<file path="src/rtl/mem_req_sched.sv">
// Purpose : in-order command scheduler feeding mem_intf; buffers client read/write
//           commands in a small FIFO, issues them one at a time, returns read data.
// Latency : accept at edge k -> req_vld high after k+1; read response the cycle after completion.
// Backpressure: cmd_rdy low while the FIFO is full; req_vld held until req_rdy; no rsp backpressure.
//
// Ports:
//   clk, rst                         clock, asynchronous active-high reset
//   cmd_vld/cmd_rdy/cmd_rnw/cmd_addr/cmd_wdata   client command port (valid/ready)
//   req_vld/req_rdy/req_rnw/req_addr/wdata/rdata mem_intf request port
//   rsp_vld/rsp_addr/rsp_data        one-cycle read response, held until next read
//   fifo_cnt, rd_done, wr_done       occupancy and wrapping completion counters

// Generic circular FIFO with a separate occupancy counter.
// Latency : pushed entry visible at the head the cycle after the push edge.
// Backpressure: none internally; the caller must not push when full or pop when empty.
module mem_req_sched_fifo #(
    parameter int DEPTH = 4,
    parameter int W     = 8
) (
    input  logic                   clk,
    input  logic                   rst,
    input  logic                   push_i,
    input  logic [W-1:0]           push_dat_i,
    input  logic                   pop_i,
    output logic [W-1:0]           head_dat_o,
    output logic [$clog2(DEPTH):0] cnt_o
);
    localparam int PW = $clog2(DEPTH);
    localparam int CW = PW + 1;

    logic [W-1:0]  mem_q [DEPTH];
    logic [PW-1:0] wr_ptr_q, wr_ptr_d;
    logic [PW-1:0] rd_ptr_q, rd_ptr_d;
    logic [CW-1:0] cnt_q, cnt_d;

    // Pointers are exactly log2(DEPTH) bits, so they wrap on their own.
    always_comb begin
        wr_ptr_d = wr_ptr_q;
        rd_ptr_d = rd_ptr_q;
        cnt_d    = cnt_q;
        if (push_i) begin
            wr_ptr_d = wr_ptr_q + PW'(1);
        end
        if (pop_i) begin
            rd_ptr_d = rd_ptr_q + PW'(1);
        end
        case ({push_i, pop_i})
            2'b10:   cnt_d = cnt_q + CW'(1);
            2'b01:   cnt_d = cnt_q - CW'(1);
            default: cnt_d = cnt_q;
        endcase
    end

    always_ff @(posedge clk or posedge rst) begin
        if (rst) begin
            wr_ptr_q <= '0;
            rd_ptr_q <= '0;
            cnt_q    <= '0;
        end else begin
            wr_ptr_q <= wr_ptr_d;
            rd_ptr_q <= rd_ptr_d;
            cnt_q    <= cnt_d;
        end
    end

    // Storage needs no reset: emptying the pointers/count discards stale entries.
    always_ff @(posedge clk) begin
        if (push_i) begin
            mem_q[wr_ptr_q] <= push_dat_i;
        end
    end

    assign head_dat_o = mem_q[rd_ptr_q];
    assign cnt_o      = cnt_q;
endmodule

module mem_req_sched #(
    parameter int DEPTH = 4,
    parameter int AW    = 4,
    parameter int DW    = 32
) (
    input  logic                   clk,
    input  logic                   rst,
    input  logic                   cmd_vld,
    input  logic                   cmd_rnw,
    input  logic [AW-1:0]          cmd_addr,
    input  logic [DW-1:0]          cmd_wdata,
    output logic                   cmd_rdy,
    output logic                   req_vld,
    output logic                   req_rnw,
    output logic [AW-1:0]          req_addr,
    output logic [DW-1:0]          wdata,
    input  logic                   req_rdy,
    input  logic [DW-1:0]          rdata,
    output logic                   rsp_vld,
    output logic [AW-1:0]          rsp_addr,
    output logic [DW-1:0]          rsp_data,
    output logic [$clog2(DEPTH):0] fifo_cnt,
    output logic [7:0]             rd_done,
    output logic [7:0]             wr_done
);
    localparam int CW = $clog2(DEPTH) + 1;

    typedef struct packed {
        logic          rnw;
        logic [AW-1:0] addr;
        logic [DW-1:0] wdata;
    } cmd_t;

    typedef enum logic [1:0] {
        S_IDLE,
        S_REQ,
        S_GAP
    } state_t;

    state_t        state_q;
    cmd_t          push_cmd;
    cmd_t          head_cmd;
    logic          push;
    logic          pop;
    logic [CW-1:0] cnt;

    logic          req_vld_q;
    logic          req_rnw_q;
    logic [AW-1:0] req_addr_q;
    logic [DW-1:0] wdata_q;
    logic          rsp_vld_q;
    logic [AW-1:0] rsp_addr_q;
    logic [DW-1:0] rsp_data_q;
    logic [7:0]    rd_done_q;
    logic [7:0]    wr_done_q;

    always_comb begin
        push_cmd       = '0;
        push_cmd.rnw   = cmd_rnw;
        push_cmd.addr  = cmd_addr;
        push_cmd.wdata = cmd_wdata;
    end

    // Ready comes straight from the registered count, so no path from cmd_vld.
    assign cmd_rdy = (cnt != CW'(DEPTH));
    assign push    = cmd_vld && cmd_rdy;
    // The head is consumed only while idle, which also keeps pop-from-empty impossible.
    assign pop     = (state_q == S_IDLE) && (cnt != '0);

    mem_req_sched_fifo #(
        .DEPTH (DEPTH),
        .W     ($bits(cmd_t))
    ) u_cmd_fifo (
        .clk        (clk),
        .rst        (rst),
        .push_i     (push),
        .push_dat_i (push_cmd),
        .pop_i      (pop),
        .head_dat_o (head_cmd),
        .cnt_o      (cnt)
    );

    // Issue FSM. Every memory-side and response output is a register here, so a
    // reset assertion drops req_vld immediately and abandons any request in flight.
    always_ff @(posedge clk or posedge rst) begin
        if (rst) begin
            state_q    <= S_IDLE;
            req_vld_q  <= 1'b0;
            req_rnw_q  <= 1'b0;
            req_addr_q <= '0;
            wdata_q    <= '0;
            rsp_vld_q  <= 1'b0;
            rsp_addr_q <= '0;
            rsp_data_q <= '0;
            rd_done_q  <= '0;
            wr_done_q  <= '0;
        end else begin
            // Response is a single-cycle pulse; rsp_addr/rsp_data keep their value.
            rsp_vld_q <= 1'b0;
            case (state_q)
                S_IDLE: begin
                    if (pop) begin
                        req_rnw_q  <= head_cmd.rnw;
                        req_addr_q <= head_cmd.addr;
                        wdata_q    <= head_cmd.wdata;
                        req_vld_q  <= 1'b1;
                        state_q    <= S_REQ;
                    end
                end
                S_REQ: begin
                    // Request fields stay frozen until mem_intf completes; no timeout.
                    if (req_rdy) begin
                        req_vld_q <= 1'b0;
                        if (req_rnw_q) begin
                            rsp_vld_q  <= 1'b1;
                            rsp_addr_q <= req_addr_q;
                            rsp_data_q <= rdata;
                            rd_done_q  <= rd_done_q + 8'd1;
                        end else begin
                            wr_done_q  <= wr_done_q + 8'd1;
                        end
                        state_q <= S_GAP;
                    end
                end
                S_GAP: begin
                    // Guarantees mem_intf sees req_vld low between requests.
                    state_q <= S_IDLE;
                end
                default: begin
                    state_q   <= S_IDLE;
                    req_vld_q <= 1'b0;
                end
            endcase
        end
    end

    assign req_vld  = req_vld_q;
    assign req_rnw  = req_rnw_q;
    assign req_addr = req_addr_q;
    assign wdata    = wdata_q;
    assign rsp_vld  = rsp_vld_q;
    assign rsp_addr = rsp_addr_q;
    assign rsp_data = rsp_data_q;
    assign fifo_cnt = cnt;
    assign rd_done  = rd_done_q;
    assign wr_done  = wr_done_q;
endmodule

</file>
<file path="config.mk">
export PLATFORM = sky130hd
export DESIGN_NAME = mem_req_sched
export DESIGN_NICKNAME = d
export VERILOG_FILES = /design/src/rtl/mem_req_sched.sv
export SDC_FILE = /design/constraint.sdc
export NUM_CORES = 1
export LEC_CHECK = 0
export BUFFER_PORTS_ARGS = -buffer_cell sky130_fd_sc_hd__buf_2
export CORE_MARGIN = 4
export CORE_UTILIZATION = 45
export DETAILED_ROUTE_END_ITERATION = 12
export GPL_TIMING_DRIVEN = 0
export PLACE_DENSITY = 0.66
export SYNTH_ARGS = -nofsm -noshare
export SYNTH_HDL_FRONTEND = slang
export SYNTH_SLANG_ARGS = --single-unit
export TNS_END_PERCENT = 50
</file>
<file path="constraint.sdc">
create_clock -name clk -period 3.4 [get_ports clk]
set_clock_uncertainty 0.05 [all_clocks]
set_input_delay 0.51 -clock clk [delete_from_list [all_inputs] [get_ports clk]]
set_output_delay 0.51 -clock clk [all_outputs]
set_load 0.005 [all_outputs]
</file>
* Word-level counts from Yosys, hierarchy flattened
Memories as Yosys holds them, arrays and structs flattened. A register that Yosys moved wholly into a read port is not among the register bits. Cells that the tools add are included.
Operators by class: add/subtract/negate cells 6, equality and inequality tests 7, multiplexer cells 12, bitwise gates (word level) 2, reduce and logical (&&, ||, !) cells 10
Operator list (number):
- adder 8 x 1 -> 8 bit, second input constant | 2
- AND reduction 3 bit | 3
- 2-to-1 mux 1 bit | 7
- case mux 3 bit (2 select lines) | 1
- adder 2 x 1 -> 2 bit, second input constant | 2
- equality test 2 x 1 -> 1 bit, second input constant | 2
- equality test 2 bit, second input constant | 2
- 2-to-1 mux 2 bit | 2
- case mux 2 bit (2 select lines) | 1
- AND reduction 2 bit | 2
- adder 3 x 1 -> 3 bit, second input constant | 1
- != test 3 bit, second input constant | 1
- case mux 1 bit (3 select lines) | 1
- nonzero test 3 bit | 1
- subtractor 3 x 1 -> 3 bit, second input constant | 1
- logical AND 1 bit | 2
- logical NOT 2 bit | 1
- != test 2 x 1 -> 1 bit, second input constant | 1
- != test 2 bit, second input constant | 1
- inverter 1 bit | 2
- nonzero test 2 bit | 1
Storage, ports and cells: register bits 63, bits in writable memories 148, bits of input ports 73, memories 1
Memory list:
- u_cmd_fifo.mem_q | words 4, width 37, read ports 1, clocked after Yosys merged registers in 1, write ports 1, line 31 | logic [W-1:0] mem_q [DEPTH];

* Depth between registers and ports, before layout
Gate-level depths: netlist of run 1.
depth in word-level cells 4, depth in mapped cells 11

* Modules after synthesis
Synthesis of run 1 repeated with hierarchy kept, for this count alone.
Second synthesis, totals: cells, all modules 540, area total of the unflattened synthesis 9467.8 um2
Modules (own cells, without submodules):
- mem_req_sched_fifo | times used 1, cells each 228, area each 5721.7 um2, seq. area each 4619.4 um2
- mem_req_sched | times used 1, cells each 312, area each 3746.1 um2, seq. area each 2327.2 um2

* Worst setup path after synthesis of run 1
Ideal clock, no wire load.
kind register -> register, start register u_cmd_fifo.cnt_q[0] (netlist: u_cmd_fifo.cnt_o[0]), end register u_cmd_fifo.cnt_q[2] (netlist: u_cmd_fifo.cnt_o[2]), setup time 0.079 ns, arrival 2.085 ns, required time 3.271 ns, path slack 1.186 ns, stages on the path, launching flop included 10, buffers on the path 0, period minus slack after synthesis 2.214 ns, path through dfrtp_1 or3b_1 and2_1 inv_1 ha_1 inv_1 fa_1 xor2_1 nor2_1 xor2_1
On the way: longest elaborated chain between the ends 4, elaborated cells on any way between the ends 10, those cells by class add/sub: 2; eq/ne: 3; mux: 1; reduce/logical: 4
Ends and longest elaborated chain:
- from (decl) | line 34 | logic [CW-1:0] cnt_q, cnt_d;
- from (signal assigned) | line 62 | cnt_q <= cnt_d;
- != test 3 bit (*) | line 141 | assign cmd_rdy = (cnt != CW'(DEPTH));
- via cmd_rdy | line 88 | output logic cmd_rdy,
- logical AND 1 bit (*) | line 142 | assign push = cmd_vld && cmd_rdy;
- equality test 2 x 1 -> 1 bit or equality test 2 bit (tied branches) | line 47 | case ({push_i, pop_i})
- case mux 3 bit (2 select lines) or nonzero test 2 bit (tied branches)
Mark *: on every way through the listed nets, which the timed path passes. The rest lies on a longest branch. A chain may end at the register's enable or synchronous reset.

* Worst setup path in the final report of run 1
start register u_cmd_fifo.cnt_q[0] (netlist: u_cmd_fifo.cnt_o[0]), end register u_cmd_fifo.cnt_q[2] (netlist: u_cmd_fifo.cnt_o[2])
On the way: longest elaborated chain between the ends 4, elaborated cells on any way between the ends 10, those cells by class add/sub: 2; eq/ne: 3; mux: 1; reduce/logical: 4
Ends and longest elaborated chain:
- nonzero test 3 bit (*) | line 144 | assign pop = (state_q == S_IDLE) && (cnt != '0);
- logical AND 1 bit (*) | line 144
- via pop | line 120 | logic pop;
- equality test 2 x 1 -> 1 bit or equality test 2 bit (tied branches) | line 47
- case mux 3 bit (2 select lines) or nonzero test 2 bit (tied branches)
Marked as above.

==> flow_metrics.tcl, run 1 <==
set metrics [dict create \
    status "finished clean" \
    io_buffers 167 \
    clock_latency_ns 0.52 \
    synth-seq-cells 248 \
    io_pins 168 \
    routabilityCongestion 0.926 \
    initialDrtViolationCount 293 \
    synth_top_area_share_pct 46.9 \
    fill_cells 1631 \
    yosys_most_used_dff "edfxtp_1" \
    yosysMostFrequentCell "edfxtp_1" \
    synth_area_leaders "edfxtp_1 (47%), dfrtp_1 (26%), mux4_2 (8.6%)" \
    grt_setup_unrepaired "no" \
    fin_total_pwr_mw 11.1 \
    final-hold-violation-count 0 \
    fin_nets 816 \
    grt_overflow 0 \
    postCtsSetupBuffers 0 \
    whs_ns 0.00452 \
    synthXorXnorAreaFrac_pct 1.85 \
    die_y_um 153 \
    dieArea_um2 23400 \
    grt_max_degree 63 \
    fp.coreArea_um2 20500 \
    drv_cap 0 \
    grt_pass1_wl_um 31000 \
    period_share_pct 70.4 \
    power.density_nw_per_um2 945 \
    synthesis.area_um2 9470 \
    clockBufferDepth 3 \
    antenna_found_initial 4 \
    synth_cell_type_count 34 \
    synth-async-reset-ratio_pct 40.3 \
    routed_wl_um 19400 \
    synthMuxAreaShare_pct 15.0 \
    start_util_pct 46.2 \
    critPathArrivalTime_ns 2.79 \
    ir_worst_vdd_uv 889 \
    drtAntennaViolNets 0 \
    vias 5188 \
    worst_pin_slew_ns 0.712 \
    synth-edff-count 148 \
    synth_compound_area_share_pct 0.106 \
    synth-seq-area-share_pct 73.3 \
    slew_violations 0 \
    fin_ws_ns 1.01 \
    hold_path_class "in -> async" \
    cts_buffers 27 \
    setup_viol 0 \
    cp-start-kind "register" \
    clkTransAtPathRegs_ns 0.06 \
    dp_slack_ns 0.987 \
    grtUsageTotal_pct 16.5 \
    postCtsResizedCells 0 \
    cts_sinks 248 \
    root_buffer "clkbuf_16" \
    wl_per_cell_um 18.9 \
    synthCells 534 \
    dp_hpwl_um 13200 \
    rows 52 \
    leakagePower_nw 5.02 \
    yosysWarningCount 0 \
    cts_htree_levels 1 \
    drt_first_pass_iters 6 \
    area_growth_pct 23.7 \
    syn_nets 615 \
    fmax_mhz 418 \
    synth_top_area_cell "edfxtp_1" \
    synthSimpleGateAreaFrac_pct 6.52 \
    dp_cells 976 \
    route.detailed.drc 0 \
    synth_area_per_cell_um2 17.7 \
    grt_pass1_vias 5647 \
    synth_top_family_by_area "multiplexers" \
    die_w_um 153 \
    cts_hold_buf 0 \
    vias_per_cell 5.05 \
    required_ns 3.80 \
    cp-end-kind "register" \
    fin_cells 1027 \
    critical_path_class "reg -> reg" \
    final_layout_size_suffix_gt1_share_pct 41.3 \
    worstPathMaxFanout 10 \
    synth_fa_ha_area_share_pct 1.14 \
    fin_tns_setup_ns 0 \
    final.min_clock_period_ns 2.39 \
    cts_tree "done" \
    slew_headroom_pct 52.5 \
    synth_commonest_cells "edfxtp_1 (148), nand2_1 (116), dfrtp_1 (100), mux2_4 (36), mux4_2 (36)" \
]
==> kinds of logic after synthesis <==
logic type,Yosys count
flops,248
simple gates,145
mux,77
buf+inv,34
xor+xnor,20
fa+ha+maj,8
compound gates,2
==> power breakdown <==
group / internal (mW) / switching [mW]
combinational: 1.85 / 1.56
clock: 1.89 / 1.15
sequential: 4.15 / 0.463
==> through the flow <==
step           util (%)  cell area (µm²)
2_1_floorplan         -             9470
3_3_place_gp       51.9            10600
3_5_place_dp       52.5            10800
4_1_cts            57.2            11700
5_1_grt            57.2            11700
6_report           57.2            11700
==> routing by layer <==
metal | up-vias | wire length (µm) | part of all wire, % | track usage, %
met5 | - | 46 | 0.24 | 0
met4 | 6 | 492 | 2.5 | 4.54
met3 | 41 | 1510 | 7.8 | 4.55
met2 | 180 | 9440 | 49 | 28.1
met1 | 2606 | 7900 | 41 | 21.1
li1 | 2355 | - | - | -
==> critical path, cell delays in order, from the launching register on <==
cell and delay, ns:
dfrtp_1 0.42, nor3_1 0.10, or3_1 0.31, buf_2 0.19, buf_6 0.18, inv_1 0.06, ha_1 0.17, inv_1 0.06
fa_1 0.37, xor2_1 0.15, nor2_1 0.12, xor2_1 0.14
==> cell type report <==
cell class                      instances  area, µm²  share of cell area [%]
Sequential cell                       248       6950                    59.3
Multi-Input combinational cell        252       2340                    19.9
Timing Repair Buffer                  172        943                    8.05
Clock buffer                           38        811                    6.92
Tap cell                              270        338                    2.88
Buffer                                 22        149                    1.27
Clock inverter                         12        144                    1.23
Inverter                               12       47.5                   0.406
Antenna cell                            1       2.50                  0.0214
==> flip-flops by register name (all words and copies together), names as in the netlist <==
name,flops
u_cmd_fifo.mem_q,148
rsp_data,32
wdata,32
rd_done,8
wr_done,8
req_addr,4
rsp_addr,4
u_cmd_fifo.cnt_o,3
state_q,2
u_cmd_fifo.rd_ptr_q,2
u_cmd_fifo.wr_ptr_q,2
req_rnw,1
req_vld,1
rsp_vld,1
==> cells in the final DEF (no fill, tap or decap), types with 7 or more instances in the layout <==
master / n
inv_1: 10
xnor2_1: 15
dfrtp_1: 100
edfxtp_1: 148
mux2_4: 36
mux4_2: 36
ha_1: 7
buf_2: 177
nand2_1: 116
clkbuf_16: 30
clkbuf_1: 11
==> path summary, 6_finish.rpt <==
check | from | to | slack, ns | cells past startpoint
worst min register to register | rd_done[7] | rd_done[7] | 0.42 | 1
worst max-delay path | u_cmd_fifo.cnt_o[0] | u_cmd_fifo.cnt_o[2] | 1.01 | 11
worst min-delay path | rst | rsp_data[19] | 0.005 | 2
min in group clk | rdata[4] | rsp_data[4] | 0.13 | 3
max in group asynchronous | rst | u_cmd_fifo.rd_ptr_q[1] | 2.59 | 3
worst max register to register | u_cmd_fifo.cnt_o[0] | u_cmd_fifo.cnt_o[2] | 1.01 | 11
Power figures use the tool's default switching activity.
==> inputs of run 2 (changes only) <==
==> constraint.sdc (replaced) <==
create_clock -name clk -period 2.4 [get_ports clk]
set_clock_uncertainty 0.05 [all_clocks]
set_input_delay 0.36 -clock clk [delete_from_list [all_inputs] [get_ports clk]]
set_output_delay 0.36 -clock clk [all_outputs]
set_load 0.005 [all_outputs]
==> run 2 against run 1 <==
Global-route usage decreased by 0.11 points. Count of clock-buffer cells in the layout decreased by 1. Worst setup slack got worse by 0.89 ns. Power increased by 41%. Utilization increased by 3.0 points. Clock power increased by 31%. Wire length increased by 0.15%. Sequential share of layout area decreased by 3.0 points. Critical path type unchanged. Cell area increased by 5.3%.
==> flow_metrics.tcl, run 2 (same netlist as run 1, synthesis figures left out) <==
set metrics [dict create \
    slew_headroom_pct 50.7 \
    critPathMaxStageDelay_ns 0.41 \
    clock_latency_ns 0.51 \
    whs_ns 0.0177 \
    clkTransAtPathRegs_ns 0.06 \
    cts_buffers 26 \
    final_cell_mix "buf_2 (176), edfxtp_1 (148), nand2_1 (116)" \
    grtUsageMet3_pct 3.85 \
    fmax_mhz 437 \
    fin_cells 1096 \
    hold_path_class "in -> reg" \
    fin_tns_setup_ns 0 \
    place_area_um2 10800 \
    drv_cap 0 \
    grt_max_degree 44 \
    grt_overflow 0 \
    antenna_found_initial 2 \
    io_buffers 167 \
    vias 5404 \
    clockBufferDepth 3 \
    cts_sinks 248 \
    use_met1_pct 21.0 \
    slew_violations 0 \
    dieArea_um2 23400 \
    period_share_pct 95.3 \
    fin_nets 886 \
    drtAntennaViolNets 0 \
    final.min_clock_period_ns 2.29 \
    route.detailed.drc 0 \
    start_util_pct 46.2 \
    cp-end-kind "register" \
    status "finished clean" \
    seq_area_um2 6950 \
    vias_per_cell 4.93 \
    io_pins 168 \
    dp_hpwl_um 13000 \
    setup_viol 0 \
    drt_first_pass_iters 4 \
    worstPathMaxFanout 9 \
    grtUsageTotal_pct 16.4 \
    root_buffer "clkbuf_16" \
    die_w_um 153 \
    dp_cells 977 \
    fp.coreArea_um2 20500 \
    routabilityCongestion 0.888 \
    cts_htree_levels 1 \
    rows 52 \
    worstPathCellList "nor3_1 -> or3_4 -> buf_12 -> inv_1 -> ha_2 -> inv_1 -> fa_1 -> xor2_1 -> nor2_1 -> xor2_1" \
    grt_use_met2_pct 28.6 \
    wl_per_cell_um 17.7 \
    regMostFlops "u_cmd_fifo.mem_q" \
    power.density_nw_per_um2 1270 \
    leakagePower_nw 5.28 \
    final-hold-violation-count 0 \
    critical_path_class "reg -> reg" \
    initialDrtViolationCount 219 \
    grt_pass1_vias 5742 \
    cpMaxStageDelayCell "or3_4" \
    layout.cells.most_common "buf_2" \
    cts_tree "done" \
    fill_cells 1524 \
    ir_worst_vdd_uv 741 \
    worst_pin_slew_ns 0.739 \
    area_growth_pct 30.3 \
    final_layout_size_suffix_gt1_share_pct 39.2 \
    multiInputGateArea_um2 2350 \
    busiest_layer "met2" \
    critPathArrivalTime_ns 2.66 \
    cp-start-kind "register" \
    fin_area_um2 12300 \
    required_ns 2.78 \
    r2r_cells 10 \
    grt_pass1_wl_um 30900 \
    largest_register_ffs 148 \
    min_path_cells 1 \
    routed_wl_um 19400 \
    die_y_um 153 \
]
==> run 2: layout make-up <==
class,count,share of cell area [%]
tap,270,2.74
sequential,248,56.3
timing repair buffer,244,13.2
antenna,1,0.0203
clock inverter,11,1.08
buffer,21,1.24
clock buffer,37,5.94
multi-input combinational,252,19.0
inverter,12,0.395
==> run 2: layer usage <==
metal	share of wire, %	up-vias
li1	-	2496
met3	6.7	39
met1	41	2683
met2	50	184
met5	0.062	-
met4	2.3	2
==> run 2: power breakdown <==
group	internal (mW)	switching, mW
registers	5.88	0.625
clock network	2.45	1.54
logic	2.88	2.30
==> run 2: stage by stage <==
stage / worst slack [ns] / power, mW / util, %
after floorplan: 0.186 / 9.74 / -
after global placement: -0.424 / 11.3 / 52.0
after detailed placement: -0.0483 / 11.6 / 52.6
after CTS: 0.0129 / 15.8 / 59.8
after global routing: -0.0239 / 16.6 / 60.2
final: 0.113 / 15.7 / 60.2
==> run 2: final timing paths <==
check	start	to	slack, ns
worst max-delay path	u_cmd_fifo.cnt_o[0]	u_cmd_fifo.cnt_o[2]	0.11
min in group asynchronous	rst	rsp_data[18]	0.41
max in group asynchronous	rst	rsp_data[2]	1.29
worst min register to register	req_vld	req_vld	0.42
worst max register to register	u_cmd_fifo.cnt_o[0]	u_cmd_fifo.cnt_o[2]	0.11
worst min-delay path	cmd_wdata[26]	u_cmd_fifo.mem_q[1][26]	0.02
==> run 2: repair_timing <==
item	CTS	global route
hold buffers	58	0
endpoints found under the setup margin	1	1
pin swaps	0	3
endpoints found under the hold margin	160	0
buffers inserted	3	10
cloned	0	0
gates resized for setup	1	7
==> run 2: worst max-delay path: cells and delay by family (launching register included) <==
| kind | cells | cell delay (ns) |
|---|---|---|
| xor+xnor | 2 | 0.32 |
| fa+ha+maj | 2 | 0.55 |
| buf+inv | 3 | 0.25 |
| flops | 1 | 0.39 |
| simple gates | 3 | 0.64 |
